<file path="src/rtl/csr_access_ctrl_if.sv">
// Core-side request/response channel of the CSR access controller.
// master = decode/execute stage, slave = csr_access_ctrl.
interface csr_access_ctrl_if #(
    parameter int unsigned XLEN = 32
);
    logic            in_valid;
    logic            in_ready;
    logic [2:0]      in_op;
    logic [11:0]     in_addr;
    logic [XLEN-1:0] in_src;
    logic            in_nowr;
    logic [XLEN-1:0] in_pc;

    logic            out_valid;
    logic            out_ready;
    logic            out_rd_wen;
    logic [XLEN-1:0] out_rd_wdata;
    logic            out_redir;
    logic [XLEN-1:0] out_redir_pc;

    modport master (
        output in_valid, in_op, in_addr, in_src, in_nowr, in_pc, out_ready,
        input  in_ready, out_valid, out_rd_wen, out_rd_wdata, out_redir, out_redir_pc
    );

    modport slave (
        input  in_valid, in_op, in_addr, in_src, in_nowr, in_pc, out_ready,
        output in_ready, out_valid, out_rd_wen, out_rd_wdata, out_redir, out_redir_pc
    );
endinterface

</file>
<file path="src/rtl/csr_access_ctrl.sv">
// Machine-mode CSR access sequencer: Zicsr read-modify-write, ECALL trap
// entry and MRET, handed to the core over a valid/ready response.
// Optional build macro CSR_ILLEGAL_TRAP_EN: reserved ops and CSR ops to
// unimplemented addresses raise an illegal-instruction trap.
module csr_access_ctrl #(
    parameter int unsigned XLEN          = 32,
    parameter int unsigned CAUSE_ECALL   = 11,
    parameter int unsigned CAUSE_ILLEGAL = 2
) (
    input  logic              clk,
    input  logic              rst,
    csr_access_ctrl_if.slave  core,
    output logic [11:0]       csr_raddr,
    input  logic [XLEN-1:0]   csr_rdata,
    output logic              csr_wen,
    output logic [11:0]       csr_waddr,
    output logic [XLEN-1:0]   csr_wdata,
    output logic              exc_en,
    output logic [XLEN-1:0]   exc_mepc,
    output logic [XLEN-1:0]   exc_mcause,
    input  logic [XLEN-1:0]   mtvec_rdata,
    input  logic [XLEN-1:0]   mepc_rdata
);
    localparam logic [2:0] OP_RW    = 3'd0;
    localparam logic [2:0] OP_RS    = 3'd1;
    localparam logic [2:0] OP_RC    = 3'd2;
    localparam logic [2:0] OP_ECALL = 3'd3;
    localparam logic [2:0] OP_MRET  = 3'd4;

    typedef enum logic [1:0] {
        S_IDLE = 2'd0,
        S_EXEC = 2'd1,
        S_RESP = 2'd2
    } state_t;

    state_t          r_state;
    logic [2:0]      r_op;
    logic [11:0]     r_addr;
    logic [XLEN-1:0] r_src;
    logic            r_nowr;
    logic [XLEN-1:0] r_pc;

    logic            r_out_valid;
    logic            r_rd_wen;
    logic [XLEN-1:0] r_rd_wdata;
    logic            r_redir;
    logic [XLEN-1:0] r_redir_pc;

    logic            w_exec;
    logic            w_csr_op;
    logic            w_set_clr;
    logic            w_illegal;
    logic            w_trap;
    logic [XLEN-1:0] w_new;

    assign core.in_ready     = (r_state == S_IDLE);
    assign core.out_valid    = r_out_valid;
    assign core.out_rd_wen   = r_rd_wen;
    assign core.out_rd_wdata = r_rd_wdata;
    assign core.out_redir    = r_redir;
    assign core.out_redir_pc = r_redir_pc;

    // EXEC-cycle CSR read/write and trap strobes; all zero outside EXEC.
    // Gating with rst keeps a write pending at the reset edge from landing.
    always_comb begin
        w_exec    = (r_state == S_EXEC) && !rst;
        w_csr_op  = (r_op <= OP_RC);
        w_set_clr = (r_op == OP_RS) || (r_op == OP_RC);
`ifdef CSR_ILLEGAL_TRAP_EN
        w_illegal = (r_op > OP_MRET) ||
                    (w_csr_op && !((r_addr == 12'h300) || (r_addr == 12'h305) ||
                                   (r_addr == 12'h341) || (r_addr == 12'h342)));
`else
        w_illegal = 1'b0;
`endif
        w_trap = (r_op == OP_ECALL) || w_illegal;

        case (r_op)
            OP_RW:   w_new = r_src;
            OP_RS:   w_new = csr_rdata | r_src;
            OP_RC:   w_new = csr_rdata & ~r_src;
            default: w_new = '0;
        endcase

        csr_raddr  = '0;
        csr_wen    = 1'b0;
        csr_waddr  = '0;
        csr_wdata  = '0;
        exc_en     = 1'b0;
        exc_mepc   = '0;
        exc_mcause = '0;
        if (w_exec) begin
            if (w_csr_op && !w_illegal) begin
                csr_raddr = r_addr;
                if (!(w_set_clr && r_nowr)) begin
                    csr_wen   = 1'b1;
                    csr_waddr = r_addr;
                    csr_wdata = w_new;
                end
            end
            if (w_trap) begin
                exc_en     = 1'b1;
                exc_mepc   = r_pc;
                exc_mcause = (r_op == OP_ECALL) ? XLEN'(CAUSE_ECALL) : XLEN'(CAUSE_ILLEGAL);
            end
        end
    end

    // Request latch, EXEC->RESP result capture and response hold until out_ready.
    always_ff @(posedge clk) begin
        if (rst) begin
            r_state     <= S_IDLE;
            r_op        <= '0;
            r_addr      <= '0;
            r_src       <= '0;
            r_nowr      <= 1'b0;
            r_pc        <= '0;
            r_out_valid <= 1'b0;
            r_rd_wen    <= 1'b0;
            r_rd_wdata  <= '0;
            r_redir     <= 1'b0;
            r_redir_pc  <= '0;
        end else begin
            case (r_state)
                S_IDLE: begin
                    if (core.in_valid) begin
                        r_op    <= core.in_op;
                        r_addr  <= core.in_addr;
                        r_src   <= core.in_src;
                        r_nowr  <= core.in_nowr;
                        r_pc    <= core.in_pc;
                        r_state <= S_EXEC;
                    end
                end
                S_EXEC: begin
                    r_out_valid <= 1'b1;
                    r_rd_wen    <= w_csr_op && !w_illegal;
                    r_rd_wdata  <= (w_csr_op && !w_illegal) ? csr_rdata : '0;
                    r_redir     <= w_trap || (r_op == OP_MRET);
                    r_redir_pc  <= w_trap ? mtvec_rdata :
                                   ((r_op == OP_MRET) ? mepc_rdata : '0);
                    r_state     <= S_RESP;
                end
                S_RESP: begin
                    if (core.out_ready) begin
                        r_out_valid <= 1'b0;
                        r_rd_wen    <= 1'b0;
                        r_rd_wdata  <= '0;
                        r_redir     <= 1'b0;
                        r_redir_pc  <= '0;
                        r_state     <= S_IDLE;
                    end
                end
                default: r_state <= S_IDLE;
            endcase
        end
    end
endmodule

</file>
<file path="src/flat_wrapper.sv">
// flat-port wrapper written by rule: the top's interface ports become plain ports
module csr_access_ctrl_flat 
#(
    parameter int unsigned XLEN          = 32,
    parameter int unsigned CAUSE_ECALL   = 11,
    parameter int unsigned CAUSE_ILLEGAL = 2
)
  (clk, rst, csr_raddr, csr_rdata, csr_wen, csr_waddr, csr_wdata, exc_en, exc_mepc, exc_mcause, mtvec_rdata, mepc_rdata, core_in_valid, core_in_op, core_in_addr, core_in_src, core_in_nowr, core_in_pc, core_out_ready, core_in_ready, core_out_valid, core_out_rd_wen, core_out_rd_wdata, core_out_redir, core_out_redir_pc);
  csr_access_ctrl_if #(.XLEN(XLEN)) core_i ();
  input  logic clk;
  input  logic rst;
  output logic [11:0] csr_raddr;
  input  logic [XLEN-1:0] csr_rdata;
  output logic csr_wen;
  output logic [11:0] csr_waddr;
  output logic [XLEN-1:0] csr_wdata;
  output logic exc_en;
  output logic [XLEN-1:0] exc_mepc;
  output logic [XLEN-1:0] exc_mcause;
  input  logic [XLEN-1:0] mtvec_rdata;
  input  logic [XLEN-1:0] mepc_rdata;
  input wire logic [$bits(core_i.in_valid)-1:0] core_in_valid;
  input wire logic [$bits(core_i.in_op)-1:0] core_in_op;
  input wire logic [$bits(core_i.in_addr)-1:0] core_in_addr;
  input wire logic [$bits(core_i.in_src)-1:0] core_in_src;
  input wire logic [$bits(core_i.in_nowr)-1:0] core_in_nowr;
  input wire logic [$bits(core_i.in_pc)-1:0] core_in_pc;
  input wire logic [$bits(core_i.out_ready)-1:0] core_out_ready;
  output wire logic [$bits(core_i.in_ready)-1:0] core_in_ready;
  output wire logic [$bits(core_i.out_valid)-1:0] core_out_valid;
  output wire logic [$bits(core_i.out_rd_wen)-1:0] core_out_rd_wen;
  output wire logic [$bits(core_i.out_rd_wdata)-1:0] core_out_rd_wdata;
  output wire logic [$bits(core_i.out_redir)-1:0] core_out_redir;
  output wire logic [$bits(core_i.out_redir_pc)-1:0] core_out_redir_pc;
  assign core_i.in_valid = core_in_valid;
  assign core_i.in_op = core_in_op;
  assign core_i.in_addr = core_in_addr;
  assign core_i.in_src = core_in_src;
  assign core_i.in_nowr = core_in_nowr;
  assign core_i.in_pc = core_in_pc;
  assign core_i.out_ready = core_out_ready;
  assign core_in_ready = core_i.in_ready;
  assign core_out_valid = core_i.out_valid;
  assign core_out_rd_wen = core_i.out_rd_wen;
  assign core_out_rd_wdata = core_i.out_rd_wdata;
  assign core_out_redir = core_i.out_redir;
  assign core_out_redir_pc = core_i.out_redir_pc;
  csr_access_ctrl #(.XLEN(XLEN), .CAUSE_ECALL(CAUSE_ECALL), .CAUSE_ILLEGAL(CAUSE_ILLEGAL)) u_core (.clk(clk), .rst(rst), .core(core_i), .csr_raddr(csr_raddr), .csr_rdata(csr_rdata), .csr_wen(csr_wen), .csr_waddr(csr_waddr), .csr_wdata(csr_wdata), .exc_en(exc_en), .exc_mepc(exc_mepc), .exc_mcause(exc_mcause), .mtvec_rdata(mtvec_rdata), .mepc_rdata(mepc_rdata));
endmodule
</file>
<file path="config.mk">
export PLATFORM = sky130hd
export DESIGN_NAME = csr_access_ctrl_flat
export DESIGN_NICKNAME = d
export VERILOG_FILES = /design/src/rtl/csr_access_ctrl_if.sv /design/src/rtl/csr_access_ctrl.sv /design/src/flat_wrapper.sv
export SDC_FILE = /design/constraint.sdc
export NUM_CORES = 1
export LEC_CHECK = 0
export CAP_MARGIN = 20
export CORE_UTILIZATION = 32
export CTS_CLUSTER_SIZE = 20
export DETAILED_ROUTE_END_ITERATION = 16
export HOLD_SLACK_MARGIN = 0.03
export PLACE_DENSITY = 0.81
export SLEW_MARGIN = 10
export SYNTH_ARGS = -nofsm -noshare
export SYNTH_HDL_FRONTEND = slang
export SYNTH_SLANG_ARGS = --single-unit
</file>
<file path="constraint.sdc">
create_clock -name clk -period 2.51 [get_ports clk]
set_input_delay 0.502 -clock clk [delete_from_list [all_inputs] [get_ports clk]]
set_output_delay 0.502 -clock clk [all_outputs]
set_load 0.02 [all_outputs]
</file>
After elaboration in Yosys (flattened, before gate mapping)
Cells that the tools add are included.

Register bits after elaboration: 149. Output and inout bits: 190. Word-level logic and storage cells: 65.

Muxes and demuxes: 31. Bitwise operators: 3. $lt $le $gt $ge: 1. Reductions and logical operators: 11. Equality and inequality tests: 8.

Operators by type and width (number): $mux 32 (10); $pmux 32 s2 (2); $pmux 32 s3 (1); $mux 12 (5); $and 32x32->32 (1); $not 32->32 (1); $or 32x32->32 (1); $eq 3x2->1 const B (2); $mux 1 (6); $pmux 1 s2 (3); $pmux 2 s3 (1); $reduce_and 2->1 (3); $mux 2 (2); $mux 4 (1); $ne 2x2->1 const B (2); $eq 3x1->1 const B (1); $eq 3x3->1 const B (1); $le 3x2->1 const B (1); $logic_not 3->1 (1); $eq 2x1->1 const B (1); $eq 2x2->1 const B (1); $logic_and 1x1->1 (2); $logic_not 2->1 (1); $logic_or 1x1->1 (2); 2 further kinds (2).

Depth between registers and ports, before layout
Word-level depth: 6. Gate-level depth with buffers: 6.

Least setup slack after synthesis
Ideal clock, no wire load.

Path kind: input port to output port. Start point: input port rst. End point: output port exc_mepc[22]. Data arrival time: 1.928 ns. Buffers on the path: 2. Path slack: 0.080 ns. Stages: 5. Cell sequence: buf_2 > or3b_4 > nor3_2 > clkbuf_1 > and2_1.

Cells in the longest elaborated chain, start to end: 3.

Ends and longest elaborated chain: start: declaration (line flat_wrapper.sv:11) `input logic rst;`; $logic_not 1->1 (line csr_access_ctrl.sv:66) `w_exec = (r_state == S_EXEC) && !rst;`; $logic_and 1x1->1 (line csr_access_ctrl.sv:66); $mux 32 (line csr_access_ctrl.sv:92) `if (w_exec) begin`; end: declaration (line flat_wrapper.sv:18) `output logic [XLEN-1:0] exc_mepc;`.

Every way passes these cells.

Worst setup path in the final report
Start point: register u_core.r_state[1]. End point: output port exc_mepc[24].

Cells in the longest elaborated chain, start to end: 3.

Ends and longest elaborated chain: start: declaration (line csr_access_ctrl.sv:36) `state_t r_state;`; start signal: assignment (line csr_access_ctrl.sv:112) `r_state <= S_IDLE;`; start signal: assignment (line csr_access_ctrl.sv:132) `r_state <= S_EXEC;`; start signal: assignment (line csr_access_ctrl.sv:142) `r_state <= S_RESP;`; $eq 2x1->1 (line csr_access_ctrl.sv:66); $logic_and 1x1->1 (line csr_access_ctrl.sv:66); $mux 32 (line csr_access_ctrl.sv:92).

Every way passes these cells.

==> impl_metrics.env <==
export IMPL_wl_per_cell_um=16.88
export IMPL_hp_start="u_core.r_pc[1]"
export IMPL_cp_num_buf_inv=3
export IMPL_ys_types=32
export IMPL_setup_ws_ns=0.05527
export IMPL_initial_core_util=0.3296
export IMPL_die_x_um=144.3
export IMPL_pwr_share_comb=0.158
export IMPL_cp_top_family="simple AND/OR/NAND/NOR gates"
export IMPL_p_leak_nw=4.246
export IMPL_slew_violations=0
export IMPL_cp_depth=6
export IMPL_peakVddDrop_uv=492.6
export IMPL_intPower_mw=4.725
export IMPL_grt_pass1_wl_um=33830
export IMPL_io_buffers=340
export IMPL_cts_sinks=149
export IMPL_yosys_area_share_xor_xnor=0.001352
export IMPL_yosysSeqAreaShare=0.4605
export IMPL_p_total_mw=6.353
export IMPL_synth_mux_area_frac=0
export IMPL_start_kind="flop"
export IMPL_fin_crit_sh=0.9780
export IMPL_swShare=0.2562
export IMPL_setup_viol=0
export IMPL_clk_latency_ns=0.42
export IMPL_hpwl_um=15650
export IMPL_gp_congestion=0.7740
export IMPL_final_hold_viol_count=0
export IMPL_synth_top_area_frac=0.4605
export IMPL_endpoint="exc_mepc[24]"
export IMPL_synth_area_um2=6477
export IMPL_synthAdderAreaFrac=0
export IMPL_worst_pin_slew_ns=0.8874
export IMPL_routed_via_density=4.974
export IMPL_htreeDepth=4
export IMPL_pwr_share_seq=0.403
export IMPL_first_pass_iters=5
export IMPL_ios=370
export IMPL_worst_setup_path_end_kind="output port"
export IMPL_clk_path_buf_depth=2
export IMPL_drive_gt1_frac=0.1601
export IMPL_ys_ff_latch=149
export IMPL_clockPowerShare=0.439
export IMPL_final_cell_mix="clkdlybuf4s50_1, nand2_1, dfxtp_1, a21oi_1, nor2_1"
export IMPL_layout_min_cycle_time_ns=2.455
export IMPL_die_h_um=144.3
export IMPL_wl_um=22930
export IMPL_yosys_warnings=0
export IMPL_status="finished clean"
export IMPL_hold_path_class="flop to flop"
export IMPL_synth_simple_area_share=0.2505
export IMPL_timing_hold_ws_ns=0.4526
export IMPL_holdBufCountCts=0
export IMPL_rrSetupSlack_ns=0.61
export IMPL_setup_tns_ns=0
export IMPL_synth_compound_area_frac=0.2011
export IMPL_antenna_left=0
export IMPL_stdcell_count=1359
export IMPL_clock_skew_ns=0.009964
export IMPL_syn_to_final_growth_pct=64.71
export IMPL_avgSynthCellArea_um2=8.445
export IMPL_relSlewSlack=0.4084
export IMPL_synth_area_leaders="dfxtp_1, nand2_1, a21oi_1, a221o_1, and2_1"
export IMPL_mostFrequentLayoutCell="clkdlybuf4s50_1"
export IMPL_crit_path_frequent_cell="buf_12"
export IMPL_grt_pass1_vias=6407
export IMPL_path_class="flop to output port"
export IMPL_cp_required_ns=2.01
export IMPL_netSwitchingPower_mw=1.628
export IMPL_crit_fanout=10
export IMPL_placed_cells=1321
export IMPL_core_rowCount=51
export IMPL_cpPeakStageDelay_ns=0.39
export IMPL_startpoint="u_core.r_state[1]"
export IMPL_p_per_area_nw_per_um2=595.5
export IMPL_synth_cells=767
export IMPL_final_nets=1260
export IMPL_drc=0
export IMPL_synth_largest_area_cell="dfxtp_1"
export IMPL_cap_violations=0
export IMPL_fmax_mhz=407.4
export IMPL_grt_setup_unrepaired="true"
export IMPL_cts_root_buf="clkbuf_16"
export IMPL_track_usage=0.2104
export IMPL_synth_top_family_by_area="simple AND/OR/NAND/NOR gates"
export IMPL_cts_clk_slew_worst_paths_ns=0.06
export IMPL_n_fill_cell=1823
export IMPL_worstPathArrival_ns=1.95
export IMPL_antenna_found_initial=0
export IMPL_reg2reg_to="u_core.core.out_redir_pc[1]"
export IMPL_ff_latch_area_um2=2988
export IMPL_path_cells="or3b_4, nor3_4, buf_12, buf_12, and2_4, buf_6"
export IMPL_grt_max_degree=76
export IMPL_core_area_um2=19650
export IMPL_grt_remaining_overflow=0
export IMPL_reg2reg_depth=5
export IMPL_pre_cts_ws_ns=-0.2349
export IMPL_cts_tree="built"
export IMPL_multi_input_area_um2=3131
export IMPL_routed_via_count=6759
export IMPL_die_area_um2=20820
export IMPL_critical_path_slowest_cell="or3b_4"
export IMPL_first_iter_violations=364
export IMPL_reg2reg_from="u_core.r_state[1]"
export IMPL_cts_buffers=17
-- power groups by stage --
stage | Combinational (mW) | Sequential (mW) | Clock (mW)
6_report | 1.00 | 2.56 | 2.79
5_1_grt | 1.09 | 2.57 | 2.95
4_1_cts | 1.01 | 2.56 | 2.86
3_5_place_dp | 1.01 | 2.61 | 0
3_3_place_gp | 0.997 | 2.60 | 0
2_1_floorplan | 0.461 | 2.63 | 0
-- what timing repair did --
item / in CTS / in global routing
buffers inserted: 1 / 1
pin swaps: 0 / 7
gates cloned: 2 / 2
endpoints found under the setup margin: 93 / 79
gates resized for setup: 269 / 118
-- cell usage after synthesis (all sizes together) --
cell type,instances
and2,45
or3b,2
a22o,32
a32oi,32
buf,50
nor3b,2
nand2,161
o21ai,1
clkbuf,54
and3b,1
nand3,1
a21o,1
and3,12
conb,1
a211o,1
nor2b,1
a21oi,80
inv,1
xor2,1
nor4b,34
dfxtp,149
nor2,70
nor3,3
a221o,32
-- registers in the layout, summed over array words and instances (netlist names) --
| register | flops |
|---|---|
| u_core.core.out_redir | 1 |
| u_core.core.out_redir_pc | 32 |
| u_core.r_pc | 32 |
| u_core.r_nowr | 1 |
| u_core.r_state | 2 |
| u_core.core.out_rd_wen | 1 |
| u_core.core.out_valid | 1 |
| u_core.r_op | 3 |
| u_core.core.out_rd_wdata | 32 |
| u_core.r_src | 32 |
| u_core.r_addr | 12 |
-- metal layers --
layer	up-vias	track usage	wire length (µm)
met5	-	0	0
met4	0	0.08421	516
met3	38	0.05364	1917
met2	300	0.3707	11450
met1	3166	0.2422	9053
li1	3255	-	-
-- logic make-up (layout without fill, tap and decap cells) --
logic type	count (synthesis)	after routing
DFF	149	149
AOI/OAI and AO/OA	179	179
other	1	30
buffers and inverters	105	403
xor gates and xnor gates	1	1
and+or+nand+nor	332	332
-- worst register-to-register path: stages (launching register included) --
cell and delay, ns:
dfxtp_2 0.34, or3b_4 0.39, nor3_4 0.26, buf_6 0.22
buf_4 0.38, a221o_1 0.25
-- through the flow --
step / utilization / instance area, µm²
after floorplan: - / 6583
after global placement: 0.5130 / 10080
after detailed placement: 0.5130 / 10080
after CTS: 0.5470 / 10750
after global routing: 0.5427 / 10670
final: 0.5428 / 10670
-- how the worst min path moves through the flow --
stage          depth (start not counted)                endpoint  slack (ns)
2_1_floorplan                          2          u_core.r_pc[0]        0.43
5_1_grt                                2          u_core.r_pc[7]        0.47
6_report                               2          u_core.r_pc[1]        0.45
4_1_cts                                2          u_core.r_pc[5]        0.45
3_5_place_dp                           2          u_core.r_pc[5]        0.44
3_3_place_gp                           1  u_core.core.out_rd_wen        0.43
-- layout make-up --
cell class / count / share of cell area
Antenna cell: 1 / 0.0002345
Clock buffer: 20 / 0.04281
Clock inverter: 12 / 0.01783
Inverter: 1 / 0.0003518
Multi-Input combinational cell: 541 / 0.2934
Sequential cell: 149 / 0.2801
Tap cell: 265 / 0.03108
Timing Repair Buffer: 369 / 0.3335
Timing Repair inverter: 1 / 0.0007036
Note: power is estimated with default switching activity, not from simulation.
